===== config.mk =====
export PLATFORM = sky130hd
export DESIGN_NAME = clz_tree
export DESIGN_NICKNAME = d
export VERILOG_FILES = /design/src/rtl/clz_pkg.sv /design/src/rtl/clz_merge.sv /design/src/rtl/clz_tree.sv
export SDC_FILE = /design/constraint.sdc
export NUM_CORES = 1
export LEC_CHECK = 0
export CORE_AREA = 2 2 39 41
export DETAILED_ROUTE_END_ITERATION = 6
export DIE_AREA = 0 0 41 43
export GPL_ROUTABILITY_DRIVEN = 1
export SLEW_MARGIN = 40
export SYNTH_ARGS = -nofsm -noshare
export SYNTH_HDL_FRONTEND = slang
export SYNTH_SLANG_ARGS = --single-unit

===== constraint.sdc =====
create_clock -name clk -period 1.1 [get_ports clk]
set_input_delay 0.165 -clock clk [delete_from_list [all_inputs] [get_ports clk]]
set_output_delay 0.165 -clock clk [all_outputs]
set_load 0.02 [all_outputs]

===== src/rtl/clz_pkg.sv =====
// Shared constants and helpers for the count-leading-zeros tree.
package clz_pkg;

    localparam int  POUT_RST = 0;
    localparam logic VOUT_RST = 1'b0;

    // Ceiling log2, usable in parameter and port-width expressions.
    function automatic int clog2(input int n);
        int r;
        r = 0;
        for (int i = 0; i < 32; i++) begin
            if ((1 << r) < n) r = r + 1;
        end
        return r;
    endfunction

endpackage


===== src/rtl/clz_merge.sv =====
// Two-input merge cell of the CLZ tree: picks the left child's position when it
// holds a one, otherwise the right child's, and prepends the new count MSB.
module clz_merge #(
    parameter int N = 1
) (
    input  logic         vl,
    input  logic [N-1:0] pl,
    input  logic         vr,
    input  logic [N-1:0] pr,
    output logic         vg,
    output logic [N:0]   pg
);

    assign vg = vl | vr;
    assign pg = vl ? {1'b0, pl} : {1'b1, pr};

endmodule


===== src/rtl/clz_tree.sv =====
// Count-leading-zeros unit: combinational merge tree over the input word,
// followed by a single output register stage.
module clz_tree
    import clz_pkg::*;
#(
    parameter  int bits_in  = 16,
    localparam int bits_out = clog2(bits_in)
) (
    input  logic                clk,
    input  logic                rst,
    input  logic [bits_in-1:0]  b,
    output logic [bits_out-1:0] pout,
    output logic                vout
);

    logic [bits_out-1:0] pout_p0;
    logic                vout_p0;

    // Level l holds bits_in>>l nodes with an l-bit position field; level 1
    // merges raw bit pairs, whose empty position fields reduce the mux to ~b[hi].
    for (genvar l = 1; l <= bits_out; l++) begin : lvl_g
        localparam int NODES = bits_in >> l;
        logic [NODES-1:0] v;
        logic [l-1:0]     p [NODES];

        for (genvar j = 0; j < NODES; j++) begin : node_g
            if (l == 1) begin : leaf_g
                assign v[j] = b[2*j+1] | b[2*j];
                assign p[j] = ~b[2*j+1];
            end else begin : merge_g
                clz_merge #(.N(l-1)) u_merge (
                    .vl (lvl_g[l-1].v[2*j+1]),
                    .pl (lvl_g[l-1].p[2*j+1]),
                    .vr (lvl_g[l-1].v[2*j]),
                    .pr (lvl_g[l-1].p[2*j]),
                    .vg (v[j]),
                    .pg (p[j])
                );
            end
        end
    end

    assign vout_p0 = lvl_g[bits_out].v[0];
    assign pout_p0 = lvl_g[bits_out].p[0];

    // p0 -> output register
    always_ff @(posedge clk) begin
        if (rst) begin
            pout <= bits_out'(POUT_RST);
            vout <= VOUT_RST;
        end else begin
            pout <= pout_p0;
            vout <= vout_p0;
        end
    end

endmodule


==> impl_summary.log <==
[metrics] run status: finished with violations
[metrics] failing checks: negative setup slack
[metrics] CTS H-Tree Depth: 1
[metrics] IO Port Bufs: 22
[metrics] number of nets produced by synthesis: 51
[metrics] worst min path class: in -> reg
[metrics] count of nets after finishing: 90
[metrics] post-layout min period: 1.10 ns
[metrics] CP endpoint kind: register
[metrics] setup-violating endpoint count in the final report: 1
[metrics] Worst Setup Slack post-DPL: -0.450 ns
[metrics] Tightest Pin Transition: 0.298 ns
[metrics] half-perimeter wire length after placement: 617 um
[metrics] fill count: 138
[metrics] FMAX: 0.906 GHz
[metrics] part of the Yosys area used for sequential elements: 41.0%
[metrics] share of the cycle needed by the critical path after routing: 100%
[metrics] leakage power total: 0.308 nW
[metrics] wire length of the first global-routing pass: 1.36 mm
[metrics] area grow syn2layout: 170%
[metrics] setup repair after global routing missed its margin: true
[metrics] vias per cell: 4.71
[metrics] maximum number of pins on one net before global-route repair: 5
[metrics] final worst setup slack: -0.00420 ns
[metrics] Power Density: 830 mW/mm^2
[metrics] Clk Tree Root Cell: clkbuf_4
[metrics] antenna diode instance count: 0
[metrics] number of cells produced by synthesis: 33
[metrics] YS warnings: 0
[metrics] reported max-cap violation count: 0
[metrics] cts bufs inserted: 3
[metrics] Max-Slew Margin vs Limit: 79.9%
[metrics] antenna violations before repair: 0
[metrics] synthesized area per cell: 7.39 um^2
[metrics] Routed Wire Length: 929 um
[metrics] final RePlAce weighted congestion: 0.851
[metrics] ranking of synthesized cells by area: dfxtp_1 (41%), a21oi_1 (10%), nor2_1 (9.2%)
[metrics] total I/O pin count: 23
[metrics] die boundary width: 41 um
[metrics] die footprint: 0.00176 mm^2
[metrics] largest voltage drop on the vdd net: 0.244 mV
[metrics] Synth area leader: dfxtp_1
[metrics] Global Route met2 Usage: 17.5%
[metrics] Cell Count Post-Placement: 81
[metrics] Worst Setup Start Kind: input pin
[metrics] largest fanout on the critical path: 2
[metrics] GR Layer Usage met3: 0%
[metrics] initial cell density of the core: 17.6%
[metrics] met1 Resource Use GR: 12.9%
[metrics] TritonCTS clock tree: done
[metrics] placeable core region: 0.00138 mm^2
[metrics] Most Crowded Layer GR: met2
[metrics] Post-Syn Area: 244 um^2
[metrics] data required time at the worst endpoint: 1.25 ns
[metrics] number of search-and-repair iterations in the first detailed-routing pass: 4
[metrics] clock-pin transition on the worst setup and hold timing paths: 0.04 ns
[metrics] area share of the leading cell type in the synthesized netlist: 41.0%
[metrics] Sink Count: 5
[metrics] maximum buffer depth of the clock tree: 2
[metrics] number of cells in the finished layout apart from fillers: 87
[metrics] overall global routing resource usage: 11.4%
[metrics] DRC violation total after the first TritonRoute iteration: 3
[metrics] total vias in the final route: 410
[metrics] register bit total from synthesis: 5
[metrics] count of distinct cell types in the synthesized netlist: 13
[metrics] crit path kind: in -> reg
[metrics] Die Ht: 43 um
[metrics] max-slew violation total from the final report: 0
[metrics] arrival time reported for the critical path endpoint: 1.26 ns
[metrics] design area: 658 um^2
[metrics] row count: 14
[metrics] vias in the first global route: 381
[metrics] Post-Place Cell Area: 559 um^2
[metrics] ANT nets after route: 0
[metrics] gr ovfl total: 0
[metrics] worst hold margin: 0.234 ns
[metrics] Final Hold Violating Endpoints: 0
[metrics] proportion of layout cells with a drive suffix above 1: 35.2%
[metrics] post-DR wirelength/cell: 10.7 um
[metrics] residual DRC count: 0
==> layout make-up <==
type                       count  area, um^2  area share [%]
inverter                       2        7.51            1.14
multi-input combinational     26         204            31.0
clock buffer                   4        26.3            3.99
tap                           16        20.0            3.04
timing repair buffer          34         300            45.6
sequential                     5         100            15.2
==> synth_stat cells (all sizes together) <==
| cell type | instances |
|---|---|
| a2111oi | 1 |
| a21oi | 5 |
| dfxtp | 5 |
| inv | 2 |
| nand2 | 2 |
| nand3b | 1 |
| nor2 | 6 |
| nor2b | 1 |
| nor3 | 3 |
| nor4 | 3 |
| o21ai | 2 |
| or3 | 1 |
| or4 | 1 |
==> stage by stage <==
stage	power (mW)	setup TNS, ns	utilization, %
floorplan	0.222	0	-
global placement	0.334	-1.79	40.4
detailed placement	0.335	-1.86	40.4
CTS	0.541	-0.0510	44.4
global route	0.568	-0.141	47.6
finish	0.546	-0.00420	47.6
==> cell families (layout without fill, tap and decap cells) <==
| group | after synthesis | after routing | share of synthesized area (%) |
|---|---|---|---|
| compound gates | 8 | 8 | 18.5 |
| buf+inv | 2 | 40 | 3.08 |
| flops | 5 | 5 | 41.0 |
| simple gates | 18 | 18 | 37.4 |
==> worst paths after layout <==
kind                  start      end  slack [ns]  cells past startpoint
worst max-delay path   b[6]  pout[0]      -0.004                      6
worst min-delay path    rst     vout        0.23                      3
==> power by group <==
| part | internal, mW | switching, mW |
|---|---|---|
| logic | 0.0846 | 0.0627 |
| registers | 0.188 | 0.00106 |
| clock network | 0.137 | 0.0731 |
==> critical path, stage by stage <==
cell and delay [ns]:
clkdlybuf4s50_1 0.48, buf_4 0.11, inv_1 0.03, a21oi_1 0.22, a21oi_2 0.10, nor4_2 0.15
==> layer usage <==
metal  vias up  wire (um)
li1        197          -
met1       183        344
met2        24        494
met3         6         64
met4         0         25
met5         -          0
==> placed cells by master (no fill, tap or decap), drive strengths merged, types with 2 or more instances in the layout <==
master	n
dlymetal6s2s	3
o21ai	2
nor4	3
nor3	3
clkdlybuf4s50	4
dlygate4sd2	14
nand2	2
dfxtp	5
inv	2
a21oi	5
clkbuf	4
buf	12
nor2	6
==> sequential cells by signal, summed over array words and instances, names as in the netlist <==
signal / cells
vout: 1
pout: 4
==> what timing repair did <==
action                                  4_1_cts  5_1_grt
setup buffers                                 1        1
endpoints found under the setup margin        9        5
hold buffers                                  0        0
cloned                                        0        0
endpoints found under the hold margin         0        0
pin swaps                                     6        5
resized for setup                            22        9
Power figures use the tool's default switching activity.
==> patch 1 (same settings) <==
Change the parameter `bits_in` from 16 to 8.
--- a/src/rtl/clz_tree.sv
+++ b/src/rtl/clz_tree.sv
@@ -3,7 +3,7 @@
 module clz_tree
     import clz_pkg::*;
 #(
-    parameter  int bits_in  = 16,
+    parameter  int bits_in  = 8,
     localparam int bits_out = clog2(bits_in)
 ) (
     input  logic                clk,
Interface: changed (resized b and pout); port bits go from 23 to 14. The function was not compared with the original's and may differ.
==> patch 1 against the original RTL <==
- synthesized area decreased by 37%
- core utilization decreased by 23 points
- cell area decreased by 47%
- worst setup slack improved by 0.070 ns
- sequential cell count decreased by 1
- power decreased by 27%
- routed wire length decreased by 62%
- die area unchanged
- combinational power decreased by 51%
- critical endpoint is now pout[1]
==> patch 1: results (changes against the original RTL) <==
| Metric | Value |
|---|---|
| Mux cell area share after synthesis | 0% (unchanged) |
| Pleak | 0.164 nW (was 0.308 nW) |
| CTS buffer count | 3 (unchanged) |
| Maximum root-to-sink buffer count | 2 (unchanged) |
| Syn nets | 25 (was 51) |
| Vias in the first global route | 160 (was 381) |
| Async SR Flop Fraction | 0% (unchanged) |
| Distinct cells, synth | 11 (was 13) |
| HP Class | primary input to register (unchanged) |
| Top Registers | pout (3), vout (1) (was pout (4), vout (1)) |
| First-pass GRT wire length | 545 um (was 1.36 mm) |
| HPWL Detailed | 296 um (was 617 um) |
| Outcome | completed (was finished with violations) |
| Layout cell share with drive strength beyond 1 | 20.6% (was 35.2%) |
| H-tree levels | 1 (unchanged) |
| Gpl congestion | 0.721 (was 0.851) |
| Clk pin slew, worst setup/hold paths | 0.04 ns (about the same) |
| Area contributors post-synth | dfxtp_1, nor4_2, a21oi_1 (was dfxtp_1, a21oi_1, nor2_1) |
| Worst Path Arrival | 1.16 ns (was 1.26 ns) |
| Met2 usage in global routing | 5.00% (was 17.5%) |
| Seq/Total Area, Yosys | 52.0% (was 41.0%) |
| Post-CTS setup buffers | 0 (was 1) |
| GRT Total Usage | 5.22% (was 11.4%) |
| Dpl ws | -0.201 ns (was -0.450 ns) |
| Met3 usage | 0% (unchanged) |
| Max VDD drop | 0.301 mV (was 0.244 mV) |
| Port buffer count | 13 (was 22) |
| Post-synthesis adder-cell area fraction | 0% (unchanged) |
| DR pass1 iterations | 2 (was 4) |
| Yosys Warn Count | 0 (unchanged) |
| Commonest cells in the synthesized netlist | dfxtp_1, a21oi_1 (was nor2_1, a21oi_1, dfxtp_1) |
| Post-synthesis compound-gate area fraction | 16.3% (was 18.5%) |
| Met1 Use GR | 6.73% (was 12.9%) |
| Clk root buf | clkbuf_4 (unchanged) |
| Initial DRC Count | 1 (was 3) |
| Nets | 46 (was 90) |
| Tightest Pin Transition | 0.253 ns (was 0.298 ns) |
| Area after DPL | 327 um2 (was 559 um2) |
| Synth Area in XOR/XNOR | 0% (unchanged) |
| Antenna violations before repair | 0 (unchanged) |
| Largest net degree at the start of global routing | 4 (was 5) |
| # diodes | 0 (unchanged) |
| Routed length per instance | 7.14 um (was 10.7 um) |
| Via count | 169 (was 410) |
patch 1: through the flow:
step	util (%)	setup TNS (ns)	instances	power (mW)
floorplan	-	0	15	0.175
global placement	23.6	-0.533	47	0.233
detailed placement	23.6	-0.607	47	0.233
CTS	24.9	0	50	0.416
global route	25.0	0	50	0.423
finish	25.0	0	50	0.401
patch 1: area by class of cell:
class / count / area (um2)
sequential: 4 / 80.1
fill: 154 / 1040
multi-input combinational: 10 / 70.1
timing repair buffer: 16 / 150
clock buffer: 3 / 22.5
inverter: 1 / 3.75
tap: 16 / 20.0
patch 1: layer usage:
| metal | vias up | wire, um |
|---|---|---|
| met1 | 63 | 162 |
| met5 | - | 0 |
| li1 | 94 | - |
| met3 | 0 | 40 |
| met2 | 12 | 155 |
| met4 | 0 | 0 |
patch 1: logic make-up after synthesis:
| kind of cell | Yosys count |
|---|---|
| AND/OR/NAND/NOR | 6 |
| flip-flops | 4 |
| AO/OA/AOI/OAI | 4 |
| buffers and inverters | 1 |
patch 1: power breakdown:
part	switching [mW]	total (mW)	internal, mW	leakage [nW]
Combinational	0.0266	0.0724	0.0458	0.117
Sequential	0.000967	0.153	0.152	0.0330
Clock	0.0538	0.175	0.122	0.0138
patch 1: path summary, 6_finish.rpt:
| path | start | cells past startpoint | to | slack, ns |
|---|---|---|---|---|
| min | b[4] | 2 | pout[0] | 0.27 |
| max | b[7] | 4 | pout[1] | 0.07 |
patch 1: repair_timing:
item                       CTS  global route
hold endpoints to repair     0             0
pin swaps                    0             1
gates resized for setup      4             1
setup endpoints to repair    4             1
patch 1: critical path, stage by stage:
cell and delay (ns):
clkdlybuf4s50_1 0.43, nor4_2 0.29, o21ai_1 0.11, and3b_1 0.17
==> patch 2 (same settings) <==
Without the edit above. The output `pout` loses its register stage (`pout` becomes a continuous assignment).
--- a/src/rtl/clz_tree.sv
+++ b/src/rtl/clz_tree.sv
@@ -46,13 +46,13 @@
     // p0 -> output register
     always_ff @(posedge clk) begin
         if (rst) begin
-            pout <= bits_out'(POUT_RST);
             vout <= VOUT_RST;
         end else begin
-            pout <= pout_p0;
             vout <= vout_p0;
         end
     end
 
+    assign pout = pout_p0;
+
 endmodule
 
Formal check against the unedited RTL: not equivalent (a bounded check fails within 4 cycles, from zero or initial values and one cycle with rst high).
==> patch 2 against the original RTL <==
- the run still ends with negative setup slack left
- sequential cell count decreased by 4
- hold slack improved by 0.31 ns
- global-route usage fell by 2.4 points
- cell area decreased by 8.6%
- routed wire length fell by 15%
- sequential share of layout area is 12 points lower
- worst setup slack lost 0.24 ns
- power down 57%
- first-iteration DRC count up 33%
- synthesized area decreased by 31%
- critical path type is now primary input to primary output
- highest routed layer is now met3
==> patch 2: results (changes against the original RTL) <==
| Metric | Value |
|---|---|
| Outcome | finished with violations (unchanged) |
| Failing checks | negative setup slack (unchanged) |
| Worst Path Arrival | 1.18 ns (was 1.26 ns) |
| Dpl ws | -0.976 ns (was -0.450 ns) |
| Non-filler cells, final | 76 (was 87) |
| Post-Layout Inst Area | 602 um2 (was 658 um2) |
| Final hold slack | 0.549 ns (was 0.234 ns) |
| Distinct cells, synth | 15 (was 13) |
| Multi-input gates | 21 (was 26) |
| Fraction of area in multi-input gates | 39.7% (was 31.0%) |
| Int Power | 150 uW (was 410 uW) |
| Fin Setup TNS | -0.614 ns (was -0.00420 ns) |
| Max VDD drop | 0.144 mV (was 0.244 mV) |
| WL final | 794 um (was 929 um) |
| DR pass1 iterations | 2 (was 4) |
| HPWL Detailed | 595 um (was 617 um) |
| Register Area | 20.0 um2 (was 100 um2) |
| Final setup margin | -0.244 ns (was -0.00420 ns) |
| Syn nets | 44 (was 51) |
| Inverters | 4 (was 2) |
| Combinational Power | 193 uW (was 147 uW) |
| Placed Cells incl. Taps | 75 (was 81) |
| CP peak stage delay | 0.54 ns (was 0.48 ns) |
| Fill cells | 144 (was 138) |
| Post-synthesis compound-gate area fraction | 40.0% (was 18.5%) |
| Comb power frac | 83.1% (was 27.0%) |
| Gpl congestion | 0.629 (was 0.851) |
| GRT Total Usage | 9.00% (was 11.4%) |
| Vias per inst | 4.34 (was 4.71) |
| Commonest cells in the synthesized netlist | nor2_1, a21oi_1, inv_1 (was nor2_1, a21oi_1, dfxtp_1) |
| Clk pin slew, worst setup/hold paths | 0 ns (was 0.04 ns) |
| Top Registers | vout (1) (was pout (4), vout (1)) |
| Area after DPL | 513 um2 (was 559 um2) |
| Pleak | 0.262 nW (was 0.308 nW) |
| First-pass GRT wire length | 1.16 mm (was 1.36 mm) |
| Layout cell share with drive strength beyond 1 | 73.3% (was 35.2%) |
| # setup viols final | 4 (was 1) |
| Setup crit end | pout[2] (was pout[0]) |
| CP startpoint | b[7] (was b[6]) |
| Avg Cell Area, Syn | 6.50 um2 (was 7.39 um2) |
| Largest net degree at the start of global routing | 4 (was 5) |
-- patch 2: cell count changes in the layout (fill, tap and decap cells not counted), moves of 3 or more --
cell            delta
nor2_1             -4
dlygate4sd2_1     -13
buf_2              +5
buf_6             +13
dlymetal6s2s_1     -3
buf_4              -3
dfxtp_1            -4
clkbuf_4           -3
-- patch 2: layer usage --
layer  GRT usage [%]  up-vias  part of all wire, %
li1                -      169                    -
met1            10.2      149                   36
met2            17.8       12                   55
met3           0.524        0                  9.4
met4               0        0                    0
met5               0        -                    0
-- patch 2: timing repair --
action,4_1_cts,5_1_grt
pin swaps,15,8
buffers inserted,0,1
resized for setup,99,9
endpoints found under the setup margin,5,5
-- patch 2: worst min-delay path by stage --
stage / start / cells after the start / to
detailed placement: rst / 2 / vout
finish: b[2] / 4 / vout
global route: b[2] / 4 / vout
global placement: rst / 2 / vout
floorplan: rst / 1 / vout
CTS: b[2] / 4 / vout
